$ cat src/rtl/riscv_pkg.sv
// Shared RISC-V core definitions: load/store size codes, LSU state and lane helpers.
package riscv_pkg;

    localparam logic [2:0] LDST_B  = 3'd0;
    localparam logic [2:0] LDST_H  = 3'd1;
    localparam logic [2:0] LDST_W  = 3'd2;
    localparam logic [2:0] LDST_BU = 3'd4;
    localparam logic [2:0] LDST_HU = 3'd5;

    typedef enum logic {
        LSU_IDLE = 1'b0,
        LSU_WAIT = 1'b1
    } lsu_state_t;

    // size[1:0] picks the width class; codes 3, 6 and 7 fall through to word.
    function automatic logic [3:0] lsu_be(input logic [2:0] size, input logic [1:0] off);
        case (size[1:0])
            2'b00:   lsu_be = 4'b0001 << off;
            2'b01:   lsu_be = off[1] ? 4'b1100 : 4'b0011;
            default: lsu_be = 4'b1111;
        endcase
    endfunction

    function automatic logic [31:0] lsu_wdata(input logic [2:0] size, input logic [31:0] wd);
        case (size[1:0])
            2'b00:   lsu_wdata = {4{wd[7:0]}};
            2'b01:   lsu_wdata = {2{wd[15:0]}};
            default: lsu_wdata = wd;
        endcase
    endfunction

    function automatic logic lsu_misaligned(input logic [2:0] size, input logic [1:0] off);
        case (size[1:0])
            2'b00:   lsu_misaligned = 1'b0;
            2'b01:   lsu_misaligned = off[0];
            default: lsu_misaligned = (off != 2'b00);
        endcase
    endfunction

endpackage

$ cat src/rtl/riscv_lsu_if.sv
// Core-side request and data-memory bus of the load/store unit, named from the LSU's view.
interface lsu_if;
    logic        core_req_i;
    logic        core_we_i;
    logic [2:0]  core_size_i;
    logic [31:0] core_addr_i;
    logic [31:0] core_wd_i;
    logic [31:0] core_rd_o;
    logic        core_stall_o;
    logic        core_misalign_o;
    logic        mem_req_o;
    logic        mem_we_o;
    logic [3:0]  mem_be_o;
    logic [31:0] mem_addr_o;
    logic [31:0] mem_wd_o;
    logic [31:0] mem_rd_i;
    logic        mem_ready_i;

    modport slave (
        input  core_req_i, core_we_i, core_size_i, core_addr_i, core_wd_i, mem_rd_i, mem_ready_i,
        output core_rd_o, core_stall_o, core_misalign_o,
        output mem_req_o, mem_we_o, mem_be_o, mem_addr_o, mem_wd_o
    );

    modport master (
        output core_req_i, core_we_i, core_size_i, core_addr_i, core_wd_i, mem_rd_i, mem_ready_i,
        input  core_rd_o, core_stall_o, core_misalign_o,
        input  mem_req_o, mem_we_o, mem_be_o, mem_addr_o, mem_wd_o
    );
endinterface

$ cat src/rtl/lsu_load_ext.sv
// Byte/halfword lane select and sign/zero extension of a memory read word.
module lsu_load_ext
    import riscv_pkg::*;
(
    input  logic [31:0] rdata_i,
    input  logic [2:0]  size_i,
    input  logic [1:0]  off_i,
    output logic [31:0] data_o
);
    logic [7:0]  byte_sel;
    logic [15:0] half_sel;

    always_comb begin
        case (off_i)
            2'd0:    byte_sel = rdata_i[7:0];
            2'd1:    byte_sel = rdata_i[15:8];
            2'd2:    byte_sel = rdata_i[23:16];
            default: byte_sel = rdata_i[31:24];
        endcase
        half_sel = off_i[1] ? rdata_i[31:16] : rdata_i[15:0];
    end

    // size[2] marks the unsigned variants (BU/HU).
    always_comb begin
        case (size_i[1:0])
            2'b00:   data_o = {{24{byte_sel[7] & ~size_i[2]}}, byte_sel};
            2'b01:   data_o = {{16{half_sel[15] & ~size_i[2]}}, half_sel};
            default: data_o = rdata_i;
        endcase
    end
endmodule

$ cat src/rtl/riscv_lsu.sv
// Load/store unit: issues one memory access per core request and stalls until ready.
// Optional misaligned-access trap enabled by defining LSU_MISALIGN_EXC_EN.
module riscv_lsu
    import riscv_pkg::*;
(
    input  logic  clk_i,
    input  logic  rst_ni,
    lsu_if.slave  bus
);
    lsu_state_t  state_q, state_d;
    logic [2:0]  size_q, size_d;
    logic [1:0]  off_q, off_d;
    logic        we_q, we_d;
    logic [29:0] waddr_q, waddr_d;
    logic [31:0] wd_q, wd_d;

    logic        mis;
    logic [31:0] ext_rd;

    logic [31:0] rd_o, addr_o, wdo;
    logic        stall_o, misal_o, req_o, we_o;
    logic [3:0]  be_o;

    lsu_load_ext u_load_ext (
        .rdata_i (bus.mem_rd_i),
        .size_i  (size_q),
        .off_i   (off_q),
        .data_o  (ext_rd)
    );

`ifdef LSU_MISALIGN_EXC_EN
    assign mis = lsu_misaligned(bus.core_size_i, bus.core_addr_i[1:0]);
`else
    assign mis = 1'b0;
`endif

    always_ff @(posedge clk_i or negedge rst_ni) begin
        if (!rst_ni) begin
            state_q <= LSU_IDLE;
            size_q  <= 3'd0;
            off_q   <= 2'd0;
            we_q    <= 1'b0;
            waddr_q <= 30'd0;
            wd_q    <= 32'd0;
        end else begin
            state_q <= state_d;
            size_q  <= size_d;
            off_q   <= off_d;
            we_q    <= we_d;
            waddr_q <= waddr_d;
            wd_q    <= wd_d;
        end
    end

    // Outputs are gated by rst_ni so a held core request cannot leak out during reset.
    always_comb begin
        state_d = state_q;
        size_d  = size_q;
        off_d   = off_q;
        we_d    = we_q;
        waddr_d = waddr_q;
        wd_d    = wd_q;
        rd_o    = 32'd0;
        stall_o = 1'b0;
        misal_o = 1'b0;
        req_o   = 1'b0;
        we_o    = 1'b0;
        be_o    = 4'd0;
        addr_o  = 32'd0;
        wdo     = 32'd0;
        if (rst_ni) begin
            case (state_q)
                LSU_IDLE: begin
                    if (bus.core_req_i) begin
                        if (mis) begin
                            misal_o = 1'b1;
                        end else begin
                            req_o   = 1'b1;
                            stall_o = 1'b1;
                            we_o    = bus.core_we_i;
                            be_o    = lsu_be(bus.core_size_i, bus.core_addr_i[1:0]);
                            addr_o  = {bus.core_addr_i[31:2], 2'b00};
                            wdo     = lsu_wdata(bus.core_size_i, bus.core_wd_i);
                            size_d  = bus.core_size_i;
                            off_d   = bus.core_addr_i[1:0];
                            we_d    = bus.core_we_i;
                            waddr_d = bus.core_addr_i[31:2];
                            wd_d    = bus.core_wd_i;
                            state_d = LSU_WAIT;
                        end
                    end
                end
                LSU_WAIT: begin
                    req_o   = 1'b1;
                    we_o    = we_q;
                    be_o    = lsu_be(size_q, off_q);
                    addr_o  = {waddr_q, 2'b00};
                    wdo     = lsu_wdata(size_q, wd_q);
                    stall_o = ~bus.mem_ready_i;
                    if (bus.mem_ready_i) begin
                        rd_o    = ext_rd;
                        state_d = LSU_IDLE;
                    end
                end
                default: state_d = LSU_IDLE;
            endcase
        end
    end

    assign bus.core_rd_o       = rd_o;
    assign bus.core_stall_o    = stall_o;
    assign bus.core_misalign_o = misal_o;
    assign bus.mem_req_o       = req_o;
    assign bus.mem_we_o        = we_o;
    assign bus.mem_be_o        = be_o;
    assign bus.mem_addr_o      = addr_o;
    assign bus.mem_wd_o        = wdo;
endmodule

$ cat src/flat_wrapper.sv
// flat-port wrapper written by rule: the top's interface ports become plain ports
module riscv_lsu_flat import riscv_pkg::*;
  (clk_i, rst_ni, bus_core_req_i, bus_core_we_i, bus_core_size_i, bus_core_addr_i, bus_core_wd_i, bus_mem_rd_i, bus_mem_ready_i, bus_core_rd_o, bus_core_stall_o, bus_core_misalign_o, bus_mem_req_o, bus_mem_we_o, bus_mem_be_o, bus_mem_addr_o, bus_mem_wd_o);
  lsu_if bus_i ();
  input  logic clk_i;
  input  logic rst_ni;
  input wire logic [$bits(bus_i.core_req_i)-1:0] bus_core_req_i;
  input wire logic [$bits(bus_i.core_we_i)-1:0] bus_core_we_i;
  input wire logic [$bits(bus_i.core_size_i)-1:0] bus_core_size_i;
  input wire logic [$bits(bus_i.core_addr_i)-1:0] bus_core_addr_i;
  input wire logic [$bits(bus_i.core_wd_i)-1:0] bus_core_wd_i;
  input wire logic [$bits(bus_i.mem_rd_i)-1:0] bus_mem_rd_i;
  input wire logic [$bits(bus_i.mem_ready_i)-1:0] bus_mem_ready_i;
  output wire logic [$bits(bus_i.core_rd_o)-1:0] bus_core_rd_o;
  output wire logic [$bits(bus_i.core_stall_o)-1:0] bus_core_stall_o;
  output wire logic [$bits(bus_i.core_misalign_o)-1:0] bus_core_misalign_o;
  output wire logic [$bits(bus_i.mem_req_o)-1:0] bus_mem_req_o;
  output wire logic [$bits(bus_i.mem_we_o)-1:0] bus_mem_we_o;
  output wire logic [$bits(bus_i.mem_be_o)-1:0] bus_mem_be_o;
  output wire logic [$bits(bus_i.mem_addr_o)-1:0] bus_mem_addr_o;
  output wire logic [$bits(bus_i.mem_wd_o)-1:0] bus_mem_wd_o;
  assign bus_i.core_req_i = bus_core_req_i;
  assign bus_i.core_we_i = bus_core_we_i;
  assign bus_i.core_size_i = bus_core_size_i;
  assign bus_i.core_addr_i = bus_core_addr_i;
  assign bus_i.core_wd_i = bus_core_wd_i;
  assign bus_i.mem_rd_i = bus_mem_rd_i;
  assign bus_i.mem_ready_i = bus_mem_ready_i;
  assign bus_core_rd_o = bus_i.core_rd_o;
  assign bus_core_stall_o = bus_i.core_stall_o;
  assign bus_core_misalign_o = bus_i.core_misalign_o;
  assign bus_mem_req_o = bus_i.mem_req_o;
  assign bus_mem_we_o = bus_i.mem_we_o;
  assign bus_mem_be_o = bus_i.mem_be_o;
  assign bus_mem_addr_o = bus_i.mem_addr_o;
  assign bus_mem_wd_o = bus_i.mem_wd_o;
  riscv_lsu u_core (.clk_i(clk_i), .rst_ni(rst_ni), .bus(bus_i));
endmodule
$ cat config.mk
export PLATFORM = sky130hd
export DESIGN_NAME = riscv_lsu_flat
export DESIGN_NICKNAME = d
export VERILOG_FILES = /design/src/rtl/riscv_pkg.sv /design/src/rtl/riscv_lsu_if.sv /design/src/rtl/lsu_load_ext.sv /design/src/rtl/riscv_lsu.sv /design/src/flat_wrapper.sv
export SDC_FILE = /design/constraint.sdc
export NUM_CORES = 1
export LEC_CHECK = 0
export CORE_MARGIN = 2
export CORE_UTILIZATION = 34
export DETAILED_ROUTE_END_ITERATION = 8
export PLACE_DENSITY = 0.66
export SKIP_LAST_GASP = 1
export SLEW_MARGIN = 20
export SYNTH_ARGS = -nofsm -noshare
export SYNTH_HDL_FRONTEND = slang
export SYNTH_SLANG_ARGS = --single-unit
$ cat constraint.sdc
create_clock -name clk_i -period 1.6 [get_ports clk_i]
set_input_delay 0.16 -clock clk_i [delete_from_list [all_inputs] [get_ports clk_i]]
set_output_delay 0.16 -clock clk_i [all_outputs]
set_load 0.05 [all_outputs]
==> results of run 1 <==
-- power groups by stage --
stage                     clock [mW]  sequential [mW]  combinational, mW
after floorplan                    0             2.60               4.11
after global placement             0             2.72               7.08
after detailed placement           0             2.76               7.20
after CTS                       2.22             2.84               8.63
after global routing            2.32             2.97               9.83
final                           2.22             2.94               9.45
-- what timing repair did --
item                                    in CTS  in global routing
endpoints found under the setup margin     102                126
pin swaps                                   76                 75
cloned                                       8                  3
buffers inserted                            49                 37
endpoints found under the hold margin       42                 41
gates resized for setup                    225                138
-- synthesized netlist by cell type, types with 2 or more instances --
| cell type | number |
|---|---|
| clkbuf_1 | 16 |
| mux2_2 | 18 |
| nor4_2 | 2 |
| a21boi_0 | 3 |
| nor2_1 | 22 |
| a222oi_1 | 7 |
| nand3_1 | 2 |
| and3_1 | 8 |
| mux2i_1 | 27 |
| a21oi_1 | 12 |
| and2_1 | 12 |
| dfrtp_1 | 69 |
| inv_1 | 2 |
| o22ai_1 | 23 |
| buf_6 | 2 |
| buf_2 | 21 |
| nand2_1 | 321 |
| nand2b_1 | 10 |
| buf_4 | 10 |
| mux2_1 | 5 |
| nand2_2 | 10 |
| nor2b_1 | 19 |
| o21ai_0 | 21 |
| o21bai_1 | 2 |
-- routing by layer --
layer | GRT usage, % | share of wire [%]
met1 | 34.4 | 35
met2 | 51.6 | 52
met3 | 7.01 | 7.6
met4 | 13.9 | 4.7
met5 | 0 | 0
-- cells in the final DEF (no fill, tap or decap), types with 3 or more instances in the layout --
master and count:
mux2i_1 13, nand2_4 72, and2_1 7, o21ai_4 8, a21oi_1 5, and3_4 7, dfrtp_1 65, nor2_1 7
nand2_8 15, a21oi_4 4, nor2b_1 18, o21ai_2 3, buf_6 50, a222oi_1 7, buf_16 6, a21oi_2 4
clkdlybuf4s50_1 101, buf_8 5, clkbuf_16 11, nor2_4 15, o21ai_1 9, buf_4 120, o22ai_1 7, mux2_2 15
a21boi_4 4, o22ai_4 16, and2_4 5, mux2i_4 13, nand2b_1 9, buf_12 119, dfrtp_2 4, conb_1 3
nand2_1 219, mux2_4 8, nand2_2 25
-- flip-flops by register name, summed over array words and instances (netlist names) --
signal,count
u_core.off_q,2
u_core.wd_q,32
u_core.state_q,1
u_core.waddr_q,30
u_core.size_q,3
u_core.we_q,1
-- worst max-delay path: cells and delay by family (launching register included) --
family / cells / cell delay, ns
flip-flops: 1 / 0.46
AO/OA/AOI/OAI: 2 / 0.46
AND/OR/NAND/NOR: 2 / 0.44
buffers and inverters: 2 / 0.30
-- worst min-delay path by stage --
stage | startpoint | to | slack (ns) | cells past startpoint
6_report | rst_ni | u_core.wd_q[4]$_DFFE_PN0P_ | -0.13 | 2
5_1_grt | rst_ni | u_core.wd_q[4]$_DFFE_PN0P_ | -0.11 | 2
4_1_cts | rst_ni | u_core.wd_q[4]$_DFFE_PN0P_ | -0.12 | 2
3_5_place_dp | rst_ni | u_core.state_q$_DFFE_PN0P_ | 0.17 | 2
3_3_place_gp | rst_ni | u_core.state_q$_DFFE_PN0P_ | 0.17 | 2
2_1_floorplan | rst_ni | u_core.off_q[0]$_DFFE_PN0P_ | -0.14 | 0
-- final cells by class --
class,instances,area share (%)
tap,180,1.89
inverter,2,0.0841
timing repair buffer,405,43.4
clock inverter,5,0.715
multi-input combinational,545,37.4
clock buffer,10,2.01
sequential,69,14.5
-- kinds of logic after synthesis --
family | synth area share, %
buffers and inverters | 5.70
AND/OR/NAND/NOR | 36.9
AO/OA/AOI/OAI | 10.4
multiplexers | 11.0
other | 0.0779
flip-flops | 35.9
==> run metrics, run 1 <==
status=complete, but fails checks; violations in the final reports=hold timing, setup timing; pre-CTS WS=-0.302 ns; critical path's slowest cell=dfrtp_2; Critical Path End=bus_core_rd_o[10]; Sw Pwr=6.24 mW; Final Skew=0.00562 ns; Antenna diodes=0; TritonCTS clock tree=yes; Crit Path Class=flip-flop to output pin; post-layout instance area=11900 um^2; period utilization=135%; initial antenna violation count=0; max cap viols=0; placed cells=1126; die area=15100 um^2; Post-Synthesis Cells=664; CP Launch Type=flip-flop; Netlist cell types=44; final setup vio count=118; power per cell area=1230 nW/um^2; pins over their slew limit=0; hold slack=-0.126 ns; Final GP Congestion=0.846; Initial Utilization=34.8%; Total GRT Usage=29.7%; Clock transition at path regs=0.06 ns; Clk pwr share=15.2%; worst vdd ir=0.692 mV; clk buf depth=2; layout net count=1136; Critical Path Fanout Max=12; TNS Setup=-42.78 ns; initial DRC count=539; Core Area=13800 um^2; Tmin final=2.16 ns; #FFs+latches synth=69; FMAX=463 MHz; clock root buffer=clkbuf_16; Reg-to-Reg Start=u_core.state_q$_DFFE_PN0P_; register area share after synthesis=35.9%; final wirelength=25300 um; Worst Reg2Reg Path Length in Cells=11; global-route wire length before repair=34900 um; largest net degree at the start of global routing=53; syn_area_per_cell=7.25 um^2; fin util=86.1%; mapped cell area=4810 um^2; Switching Fraction=42.7%; Hold/Removal Path Class=input pin to async pin; RSZ-0062 raised after global routing=true; Fillers=627; Clk Latency, worst-skew pair=0.34 ns; Tot Pwr=14.6 mW; die width=123 um; Non-Filler Instances=1216; DR pass1 iterations=7; sequential power share=20.1%; top-area cell type share of the netlist area=35.9%; drt wl/cell=20.8 um; final hold vios=41; Chip Height=123 um; Synth area leader=dfrtp_1; layout cells sized above 1=53.3%; Leak=5.41 nW; Syn. warnings=0; Detail Placement HPWL=14000 um; Max stage delay on crit path=0.46 ns; via count=6641; htree depth=3; # hold bufs at CTS=1; Reg2Reg Capture Point=u_core.waddr_q[6]$_DFFE_PN0P_; CP required=1.44 ns; top_reg_cell synth=dfrtp_1; area occupied by multi-input gates=4450 um^2; clock buffer count from CTS=9; FF+latch area=1730 um^2; Comb power frac=64.7%; top post-synthesis cells by area=dfrtp_1, nand2_1, mux2i_1, mux2_2, o22ai_1; asr flop ratio synth=100%; final worst setup slack=-0.559 ns; DR vias/cell=5.46; register-to-register setup slack=-0.16 ns; Top cell by count, worst path=buf_12; GRT overflow=0; Post-DP Area=9350 um^2; DRC viols=0; worst setup path start=u_core.off_q[1]$_DFFE_PN0P_; IO Count=208; CP endpoint kind=output pin; Sink Count=69; # port buffers=204; Antenna Violating Nets Remaining=0; crit path cell chain=buf_12, or2_1, o22a_2, a21oi_4, and3_4, buf_12; number of global-route vias before repair=6709; P_int=8.37 mW; Post-synth EDFFs=0; row count=43; CP arrival=2.00 ns; Synth-to-Final Area Change=148%
Power figures use the tool's default switching activity.
==> run 2: changes to the inputs <==
PLACE_DENSITY = 0.64   (was 0.66)
SLEW_MARGIN = default   (was 20)
clock period = 2.1 ns   (was 1.6 ns; I/O delays follow)
==> run 2 against run 1 <==
  * Count of clock-buffer cells in the layout increased by 1
  * Highest routed layer unchanged
  * The flow finishes with violations (setup timing)
  * Largest cell class unchanged
  * Clock power decreased by 28%
  * Non-clock buffer count decreased by 161
==> run metrics, run 2 (synthesized netlist as in run 1, its figures left out) <==
max cap viols=0 (unchanged); max reg flops=32 (unchanged); initial antenna violation count=0 (unchanged); Final GP Congestion=0.894 (+5.6%); crit-path leading delay family=flip-flops; Total GRT Usage=24.5% (-5.2 points); crit path cell chain=mux2i_4, nor4_2, o31ai_4, buf_12, nand2_1, buf_12; period utilization=102%; Synth-to-Final Area Change=81.6%; Max stage delay on crit path=0.47 ns (about the same); FMAX=466 MHz; RSZ-0062 raised after global routing=true; via count=5425 (-18%); commonest non-fill, non-tap cells in the layout=nand2_1, buf_12, clkdlybuf4s50_1; drt wl/cell=17.5 um (-16%); Antenna Violating Nets Remaining=0 (unchanged); most common cell after layout, fill and taps aside=nand2_1; Sink Count=69 (unchanged); hold slack=0.0613 ns (+0.188 ns); Worst Path Buf+Inv=2 (unchanged); CP endpoint kind=output pin; Core Area=13800 um^2 (unchanged); Hold/Removal Path Class=input pin to async pin; global-route wire length before repair=28800 um (-18%); DRC viols=0 (unchanged); Critical Path Fanout Max=16 (+4); GRT overflow=0 (unchanged); # port buffers=204 (unchanged); critical path's slowest cell=dfrtp_2; violations in the final reports=setup timing; Chip Height=123 um (unchanged); die area=15100 um^2 (unchanged); Tmin final=2.15 ns; DR pass1 iterations=5 (-2); Tot Pwr=8.77 mW (-40%); worst vdd ir=0.519 mV (-25%); CP arrival=1.94 ns (-0.06 ns); Leak=4.15 nW (-23%); clock root buffer=clkbuf_16; final setup vio count=16 (-86%); number of global-route vias before repair=5571 (-17%); die width=123 um (unchanged); DR vias/cell=5.13 (-6.0%); power per cell area=1000 nW/um^2 (-18%); Initial Utilization=34.8% (unchanged); final hold vios=0 (-100%); CP Launch Type=flip-flop; Clock transition at path regs=0.06 ns (about the same); clk buf depth=2 (unchanged); clock buffer count from CTS=9 (unchanged); layout net count=976 (-14%); Final Skew=0.00326 ns (-0.00237 ns); TritonCTS clock tree=yes; Detail Placement HPWL=13600 um (-3.0%); status=complete, but fails checks; htree depth=3 (unchanged); CP required=1.89 ns (+0.45 ns); top register by number of flip-flops=u_core.wd_q; initial DRC count=390 (-28%); Antenna diodes=0 (unchanged); IO Count=208 (unchanged); row count=43 (unchanged); Top cell by count, worst path=buf_12; layout cells sized above 1=25.4% (-28 points); pins over their slew limit=0 (unchanged); Clk Latency, worst-skew pair=0.33 ns (about the same); largest net degree at the start of global routing=41 (-23%); final worst setup slack=-0.0458 ns (+0.513 ns); final wirelength=18400 um (-27%); Crit Path Class=flip-flop to output pin; largest registers=u_core.wd_q x32, u_core.waddr_q x30, u_core.size_q x3
-- run 2: final timing paths --
path	start	endpoint	slack [ns]	depth (start not counted)
worst min-delay path	rst_ni	u_core.wd_q[15]$_DFFE_PN0P_	0.06	2
worst max register to register	u_core.state_q$_DFFE_PN0P_	u_core.wd_q[23]$_DFFE_PN0P_	0.63	6
max in group asynchronous	rst_ni	u_core.off_q[1]$_DFFE_PN0P_	1.23	3
min in group clk_i	rst_ni	u_core.state_q$_DFFE_PN0P_	0.27	3
worst min register to register	u_core.waddr_q[14]$_DFFE_PN0P_	u_core.waddr_q[14]$_DFFE_PN0P_	0.47	2
worst max-delay path	u_core.off_q[0]$_DFFE_PN0P_	bus_core_rd_o[16]	-0.05	6
-- run 2: cell type report --
class	count	area (um^2)
multi-input cells	546	3000
fillers	1119	5090
inverters	2	7.51
clock inverters	5	75.1
clock buffers	11	233
repair buffers	244	3460
well taps	180	225
flip-flops and latches	69	1730
-- run 2: timing repair --
item / CTS / global route
endpoints found under the setup margin: 87 / 90
buffers inserted: 1 / 2
hold buffers: 2 / 0
gates cloned: 1 / 1
hold endpoints to repair: 12 / 0
pin swaps: 1 / 17
gates resized for setup: 20 / 37
-- run 2: worst reg2reg max path, stage by stage (launching register included) --
cell and delay [ns]:
dfrtp_2 0.46, nor2b_4 0.15, buf_4 0.14, nand2_2 0.18
buf_4 0.27, nand2_1 0.10, nand2_1 0.06
-- run 2: power by group --
part	total (mW)	switching [mW]	internal [mW]	leakage (nW)
registers	2.10	0.348	1.76	0.854
clock network	1.59	0.556	1.03	0.153
logic	5.08	2.75	2.33	3.14
-- run 2: through the flow --
step                      std cells  instance area [um^2]  TNS [ns]  utilization [%]  setup slack [ns]
after detailed placement       1034                  8160    -0.219             59.0           -0.0667
final                          1057                  8740    -0.343             63.2           -0.0458
after global routing           1057                  8740     -2.35             63.2            -0.124
after floorplan                 666                  4830    -0.526                -           -0.0457
after global placement         1034                  8160    -0.188             59.0           -0.0581
after CTS                      1054                  8570    -0.253             62.0           -0.0496
-- run 2: routing by layer --
layer / wire length (um) / share of wire, % / track usage [%] / vias to the layer above
met3: 2140 / 12 / 9.36 / 23
met5: 0 / 0 / 0 / -
met1: 7020 / 38 / 28.3 / 2575
met2: 8900 / 48 / 41.4 / 255
met4: 382 / 2.1 / 8.48 / 0
li1: - / - / - / 2572
